[config.mk]
export PLATFORM = sky130hd
export DESIGN_NAME = rns_reverse_conv_789
export DESIGN_NICKNAME = d
export VERILOG_FILES = /design/src/rtl/rns_reverse_conv_789.sv
export SDC_FILE = /design/constraint.sdc
export NUM_CORES = 1
export LEC_CHECK = 0
export BUFFER_PORTS_ARGS = -buffer_cell sky130_fd_sc_hd__buf_4
export CAP_MARGIN = 30
export CORE_MARGIN = 5
export CORE_UTILIZATION = 35
export CTS_CLUSTER_DIAMETER = 80
export DETAILED_ROUTE_END_ITERATION = 7
export GPL_ROUTABILITY_DRIVEN = 0
export SLEW_MARGIN = 25
export SYNTH_ARGS = -nofsm -noshare
export SYNTH_HDL_FRONTEND = slang
export SYNTH_SLANG_ARGS = --single-unit
[constraint.sdc]
create_clock -name clk -period 3.78 [get_ports clk]
set_clock_uncertainty 0.15 [all_clocks]
set_input_delay 0.378 -clock clk [delete_from_list [all_inputs] [get_ports clk]]
set_output_delay 0.378 -clock clk [all_outputs]
set_load 0.005 [all_outputs]
[src/rtl/rns_reverse_conv_789.sv]
// Residue-to-binary converter for the {7, 8, 9} moduli set using mixed-radix conversion.
// Optional macro RNS_RC_RANGE_CHECK_EN flags illegal residues via err and forces x = 0.
module rns_reverse_conv_789 (
    input  logic       clk,
    input  logic       rst,
    input  logic       in_valid,
    output logic       in_ready,
    input  logic [2:0] r7,
    input  logic [2:0] r8,
    input  logic [3:0] r9,
    output logic       out_valid,
    input  logic       out_ready,
    output logic [8:0] x,
    output logic       err
);

    typedef enum logic [2:0] {
        IDLE  = 3'd0,
        S_A2  = 3'd1,
        S_A3  = 3'd2,
        S_SUM = 3'd3,
        S_OUT = 3'd4
    } state_t;

    // Fold an out-of-range residue back into range with a single modulus subtraction.
    function automatic logic [2:0] red7(input logic [2:0] v);
        red7 = (v == 3'd7) ? 3'd0 : v;
    endfunction

    function automatic logic [3:0] red9(input logic [3:0] v);
        red9 = (v > 4'd8) ? (v - 4'd9) : v;
    endfunction

    function automatic logic [2:0] sub_mod7(input logic [2:0] a, input logic [2:0] b);
        logic [3:0] s;
        logic [3:0] r;
        s = {1'b0, a} + 4'd7 - {1'b0, b};
        r = (s >= 4'd7) ? (s - 4'd7) : s;
        sub_mod7 = r[2:0];
    endfunction

    function automatic logic [3:0] sub_mod9(input logic [3:0] a, input logic [3:0] b);
        logic [4:0] s;
        logic [4:0] r;
        s = {1'b0, a} + 5'd9 - {1'b0, b};
        r = (s >= 5'd9) ? (s - 5'd9) : s;
        sub_mod9 = r[3:0];
    endfunction

    // 8 is congruent to -1 mod 9, so multiplying by 8 is a modular negation.
    function automatic logic [3:0] neg_mod9(input logic [3:0] d);
        neg_mod9 = (d == 4'd0) ? 4'd0 : (4'd9 - d);
    endfunction

    function automatic logic [3:0] mul4_mod9(input logic [3:0] e);
        logic [5:0] p;
        logic [5:0] r;
        p = {e, 2'b00};
        if (p >= 6'd27) begin
            r = p - 6'd27;
        end else if (p >= 6'd18) begin
            r = p - 6'd18;
        end else if (p >= 6'd9) begin
            r = p - 6'd9;
        end else begin
            r = p;
        end
        mul4_mod9 = r[3:0];
    endfunction

    state_t     state_q, state_d;
    logic [2:0] r7_q, r7_d;
    logic [2:0] r8_q, r8_d;
    logic [3:0] r9_q, r9_d;
    logic [2:0] a1_q, a1_d;
    logic [2:0] a2_q, a2_d;
    logic [3:0] t_q, t_d;
    logic [3:0] a3_q, a3_d;
    logic [8:0] x_q, x_d;
    logic       in_ready_q, in_ready_d;
    logic       out_valid_q, out_valid_d;
    logic [8:0] sum_s;
`ifdef RNS_RC_RANGE_CHECK_EN
    logic       bad_q, bad_d;
    logic       err_q, err_d;
`endif

    assign sum_s = {6'b000000, a1_q} + {3'b000, a2_q, 3'b000}
                 + {a3_q, 5'b00000} + {1'b0, a3_q, 4'b0000} + {2'b00, a3_q, 3'b000};

    // Next-state and datapath register updates for each conversion step.
    always_comb begin
        state_d = state_q;
        r7_d    = r7_q;
        r8_d    = r8_q;
        r9_d    = r9_q;
        a1_d    = a1_q;
        a2_d    = a2_q;
        t_d     = t_q;
        a3_d    = a3_q;
        x_d     = x_q;
`ifdef RNS_RC_RANGE_CHECK_EN
        bad_d   = bad_q;
        err_d   = err_q;
`endif
        case (state_q)
            IDLE: begin
                if (in_valid) begin
                    r7_d    = r7;
                    r8_d    = r8;
                    r9_d    = r9;
                    state_d = S_A2;
                end else begin
                    state_d = IDLE;
                end
            end
            S_A2: begin
                a1_d    = r8_q;
                a2_d    = sub_mod7(red7(r7_q), red7(r8_q));
                t_d     = neg_mod9(sub_mod9(red9(r9_q), {1'b0, r8_q}));
`ifdef RNS_RC_RANGE_CHECK_EN
                bad_d   = (r7_q == 3'd7) || (r9_q > 4'd8);
`endif
                state_d = S_A3;
            end
            S_A3: begin
                a3_d    = mul4_mod9(sub_mod9(t_q, {1'b0, a2_q}));
                state_d = S_SUM;
            end
            S_SUM: begin
`ifdef RNS_RC_RANGE_CHECK_EN
                x_d   = bad_q ? 9'd0 : sum_s;
                err_d = bad_q;
`else
                x_d   = sum_s;
`endif
                state_d = S_OUT;
            end
            S_OUT: begin
                if (out_ready) begin
                    state_d = IDLE;
                end else begin
                    state_d = S_OUT;
                end
            end
            default: begin
                state_d = IDLE;
            end
        endcase
        in_ready_d  = (state_d == IDLE);
        out_valid_d = (state_d == S_OUT);
    end

    // State and datapath registers with synchronous reset.
    always_ff @(posedge clk) begin
        if (rst) begin
            state_q     <= IDLE;
            r7_q        <= 3'd0;
            r8_q        <= 3'd0;
            r9_q        <= 4'd0;
            a1_q        <= 3'd0;
            a2_q        <= 3'd0;
            t_q         <= 4'd0;
            a3_q        <= 4'd0;
            x_q         <= 9'd0;
            in_ready_q  <= 1'b1;
            out_valid_q <= 1'b0;
`ifdef RNS_RC_RANGE_CHECK_EN
            bad_q       <= 1'b0;
            err_q       <= 1'b0;
`endif
        end else begin
            state_q     <= state_d;
            r7_q        <= r7_d;
            r8_q        <= r8_d;
            r9_q        <= r9_d;
            a1_q        <= a1_d;
            a2_q        <= a2_d;
            t_q         <= t_d;
            a3_q        <= a3_d;
            x_q         <= x_d;
            in_ready_q  <= in_ready_d;
            out_valid_q <= out_valid_d;
`ifdef RNS_RC_RANGE_CHECK_EN
            bad_q       <= bad_d;
            err_q       <= err_d;
`endif
        end
    end

    assign in_ready  = in_ready_q;
    assign out_valid = out_valid_q;
    assign x         = x_q;
`ifdef RNS_RC_RANGE_CHECK_EN
    assign err       = err_q;
`else
    assign err       = 1'b0;
`endif

endmodule

# [Yosys cells after proc, flatten, opt, wreduce, memory -nomap -nowiden]
# Cells that the tools add are included.
[op_classes] magnitude_cmp=7 reduce_logical=4 addsub=18 mux=13 n_eq_ne=7
[ops] op="4-bit 2-to-1 mux" count=7
[ops] op="4-bit subtractor, second input constant" count=5
[ops] op="3-bit one-hot mux with 5 select lines" count=1
[ops] op="3-bit == test, second input constant" count=4
[ops] op="6-bit by 5-bit greater-or-equal comparator with 1-bit output, second input constant" count=2
[ops] op="3-bit 2-to-1 mux" count=4
[ops] op="4-bit by 4-bit adder with 5-bit output, second input constant" count=2
[ops] op="5-bit by 4-bit greater-or-equal comparator with 1-bit output, second input constant" count=2
[ops] op="5-bit by 3-bit subtractor with 5-bit output" count=2
[ops] op="7-bit by 9-bit adder with 9-bit output" count=1
[ops] op="9-bit by 7-bit adder with 9-bit output" count=1
[ops] op="9-bit by 8-bit adder with 9-bit output" count=1
[ops] op="3-bit by 6-bit adder with 7-bit output" count=1
[ops] op="3-bit by 2-bit == test with 1-bit output, second input constant" count=2
[ops] op="6-bit by 4-bit greater-or-equal comparator with 1-bit output, second input constant" count=1
[ops] op="3-bit logical NOT" count=2
[ops] op="3-bit by 3-bit adder with 4-bit output, second input constant" count=1
[ops] op="4-bit by 3-bit greater-or-equal comparator with 1-bit output, second input constant" count=1
[ops] op="4-bit greater-than comparator, second input constant" count=1
[ops] op="4-bit logical NOT" count=1
[ops] op="4-bit by 2-bit subtractor with 4-bit output, second input constant" count=1
[ops] op="4-bit by 3-bit subtractor with 4-bit output" count=1
[ops] op="4-bit subtractor, first input constant" count=1
[ops] op="3-bit by 1-bit == test with 1-bit output, second input constant" count=1
[ops] op="3 further kinds" count=3
[totals] output_inout_bits=12 reg_bits=38 in_bits=14 elab_cells=60

# [Longest topological paths before layout]
[logic_depth] word_depth=8 mapped_depth=18 depth_no_buf=18

# [Least setup slack after synthesis]
# OpenSTA, ideal clock, no wires.
[synth_timing] path_kind="register to register" startpoint="register r9_q[0]" endpoint="register t_q[3]" setup_ns=0.070 synth_period_minus_slack_ns=3.796 required_time_ns=3.560 arrival_ns=3.576 path_stages_with_launch=16 path_slack_ns=-0.016 path_buffers=0 path_cell_list="dfxtp_1 -> inv_1 -> ha_1 -> inv_1 -> o21ai_0 -> a21oi_1 -> ha_1 -> inv_1 -> ha_1 -> fa_1 -> or4_4 -> a221oi_4 -> mux2i_1 -> ha_1 -> o31a_1 -> a21oi_1"
[synth_via] elab_chain_cells=8 word_cells_on_any_way=11 cone_classes="5 x add/sub; 2 x order compare; 3 x mux; 1 x reduce/logical"
[synth_rtl] item="from (decl)" line="74" text="logic [3:0] r9_q, r9_d;"
[synth_rtl] item="from (signal assigned)" line="176" text="r9_q <= r9_d;"
[synth_rtl] item="4-bit subtractor / 4-bit greater-than comparator (equally long branches)" line="31" text="red9 = (v > 4'd8) ? (v - 4'd9) : v;"
[synth_rtl] item="4-bit 2-to-1 mux (*)" line="31"
[synth_rtl] item="4-bit by 4-bit adder with 5-bit output (*)" line="45" text="s = {1'b0, a} + 5'd9 - {1'b0, b};"
[synth_rtl] item="5-bit by 3-bit subtractor with 5-bit output (*)" line="45"
[synth_rtl] item="4-bit subtractor / 5-bit by 4-bit greater-or-equal comparator with 1-bit output (equally long branches)" line="46" text="r = (s >= 5'd9) ? (s - 5'd9) : s;"
[synth_rtl] item="4-bit 2-to-1 mux (*)" line="46"
[synth_rtl] item="4-bit subtractor / 4-bit logical NOT (equally long branches)" line="52" text="neg_mod9 = (d == 4'd0) ? 4'd0 : (4'd9 - d);"
[synth_rtl] item="4-bit 2-to-1 mux (*)" line="52"
[synth_rtl] item="to (signal assigned)" line="179" text="t_q <= t_d;"
[synth_rtl] item="to (decl)" line="77" text="logic [3:0] t_q, t_d;"
# Mark *: on every way between the ends. The rest lies on a longest branch, timed or not.
# A chain may end at the register's enable or synchronous reset.

# [Worst setup path in the final report]
[layout_timing] startpoint="register r9_q[1]" endpoint="register t_q[2]"
# The elaborated chain is that of the path after synthesis.

==> summary.txt <==
Crit path DAT: 3.72 ns
Async SR Flop Fraction: 0
Antenna violations before repair: 0
Final wirelength: 5060 µm
1st-iter DRT viols: 25
I/O pin count: 26
DR pass1 iterations: 4
TritonCTS clock tree: yes
Tmin final: 3.70 ns
Main combinational cell family by area after synthesis: adder cells
Post-Synth XOR/XNOR Area: 0.0443
Worst Path Max Fanout: 5
Vias in the first global route: 2044
Initial core utilization: 0.356
Unrepaired setup endpoints after global routing: yes
Pre-CTS WS: -0.0877 ns
Area grow syn2layout: 18.2%
Commonest cells after routing, fill and taps aside: nand2_1 (58), a21oi_1 (37), dfxtp_1 (37), buf_4 (31), ha_1 (28)
Run status: completed
Slew @ Worst Pin: 0.893 ns
Mapped Area: 2570 µm²
Fraction of synthesized area in multiplexers: 0.0156
Design Area, Final: 3030 µm²
Global-route usage over all layers: 0.121
Commonest non-fill, non-tap cell in the layout: nand2_1
Relative slew margins: 0.403
Final instance count without filler cells: 431
Net Count, Synth: 360
DRC Markers: 0
Drt wl/cell: 11.7 µm
Crit end category: register
Inst Count DP: 419
Hold Path Class: in2reg
Final setup fails: 0
# diodes: 0
CTS Sinks: 38
Global-route wire length before repair: 8850 µm
Post-route ant nets: 0
Final net count: 386
Finished Core Util: 0.421
Compound-gate portion of the synthesized area: 0.172
Dpl cell area: 2850 µm²
Largest net degree at the start of global routing: 39
# hold bufs at CTS: 0
Yosys cell types: 45
Vias/cell: 4.82
Dpl hpwl: 3920 µm
Die area: 9150 µm²
Max-cap viol count: 0
Synth warn: 0
Yosys reg bits: 38
Post-Synthesis Cells: 305
Post-synth EDFFs: 0
Final hold violations: 0
Die Y: 95.7 µm
Sequential area share after synthesis: 0.296
Final WS setup: 0.0802 ns
Max clock buf depth: 2
Final period util: 0.979
Via count: 2078
Top_reg_cell synth: dfxtp_1
GR Overflow Total: 0
Synth Area in Simple Gates: 0.182
Number of core rows: 31
Avg Cell Area, Syn: 8.42 µm²
Power per cell area: 632 nW/µm²
Fmax: 0.270 GHz
H-tree Lvls: 2
Reg clk slew, reported paths: 0.07 ns
Kind of start point of the critical path: register
Clock Latency Late Sink: 0.29 ns
Layout cells sized above 1: 0.190
Core ar.: 7210 µm²
Num CTS Buffers: 5
Root Driver: clkbuf_8
WP data required: 3.80 ns
IO buf count: 24
Pleak: 1.28 nW
Die width: 95.7 µm
Max-slew violations: 0
Post-Synth Adder-Cell Area: 0.226
Crit path kind: reg2reg
Peak VDD IR: 180 µV
## synthesized netlist by cell type, types with 3 or more instances
cell | n | area share
inv_1 | 30 | 0.044
nand2_1 | 58 | 0.085
xor2_1 | 4 | 0.014
a21boi_0 | 3 | 0.0088
dfxtp_1 | 38 | 0.30
nor2_1 | 9 | 0.013
a21oi_1 | 38 | 0.074
mux2i_1 | 4 | 0.016
fa_1 | 9 | 0.070
nand3b_1 | 3 | 0.0088
clkbuf_1 | 11 | 0.016
a211oi_1 | 7 | 0.020
nor3_1 | 5 | 0.0097
ha_1 | 32 | 0.16
o21ai_0 | 5 | 0.0097
nand3_1 | 4 | 0.0078
xnor2_1 | 9 | 0.031
a21o_1 | 4 | 0.012
nor3b_1 | 3 | 0.0088
## layer usage
metal  track usage  wire length [µm]
met1         0.142              2340
met2         0.218              2450
met3        0.0276               207
met4        0.0355                60
met5             0                 0
## metrics by stage
step	setup TNS (ns)	hold WS [ns]	power, mW
after floorplan	0	0.282	1.36
after global placement	0	0.291	1.53
after detailed placement	-0.190	0.297	1.56
after CTS	0	0.168	1.88
after global routing	-0.288	0.169	2.11
final	0	0.172	1.92
## flip-flops by register name, indices dropped and copies added, names as in the netlist
signal and count:
r8_q 3, state_q 3, a3_q 4, r7_q 3
x 9, r9_q 4, out_valid 1, a1_q 3
t_q 4, in_ready 1, a2_q 3
## what timing repair did
| item | 4_1_cts | 5_1_grt |
|---|---|---|
| gates resized for setup | 4 | 15 |
| setup buffers | 3 | 1 |
| endpoints found under the setup margin | 3 | 6 |
| pin swaps | 5 | 11 |
## worst max-delay path: stages, from the launching register on
cell and delay [ns]:
dfxtp_2 0.36, inv_2 0.06, ha_4 0.16, inv_2 0.06, o21ai_4 0.06, nor2_2 0.12
a21oi_2 0.04, ha_1 0.29, inv_2 0.04, ha_4 0.15, fa_1 0.46, or4_4 0.54
a221oi_4 0.39, nand2b_4 0.21, o21a_1 0.12, ha_2 0.26, nand2_1 0.06, a21oi_1 0.05
## layout make-up
type                            count  area, µm²
Fill cell                         773       4180
Multi-Input combinational cell    225       1710
Sequential cell                    38        762
Timing Repair Buffer               31        233
Tap cell                           99        124
Inverter                           30        113
Clock buffer                        7       86.3
Clock inverter                      1       5.00
## final timing paths
path | slack, ns | cells after the start | endpoint | startpoint
hold / removal | 0.17 | 3 | r9_q[1] | r9[1]
setup / recovery | 0.08 | 17 | t_q[2] | r9_q[1]
setup reg to reg | 0.08 | 17 | t_q[2] | r9_q[1]
hold reg to reg | 0.30 | 2 | x[1] | a1_q[1]
## report_power, final
| part | internal, mW | switching [mW] |
|---|---|---|
| Sequential | 0.454 | 0.0629 |
| Clock | 0.147 | 0.144 |
| Combinational | 0.533 | 0.577 |
| Total | 1.13 | 0.784 |
## kinds of logic (layout without fill, tap and decap cells)
group	Yosys count	after routing
compound gates	69	69
xor+xnor	13	13
fa+ha+maj	41	41
buf+inv	42	69
flops	38	38
mux	4	4
other cells	1	1
simple gates	97	97
(Power assumes the default switching activity.)
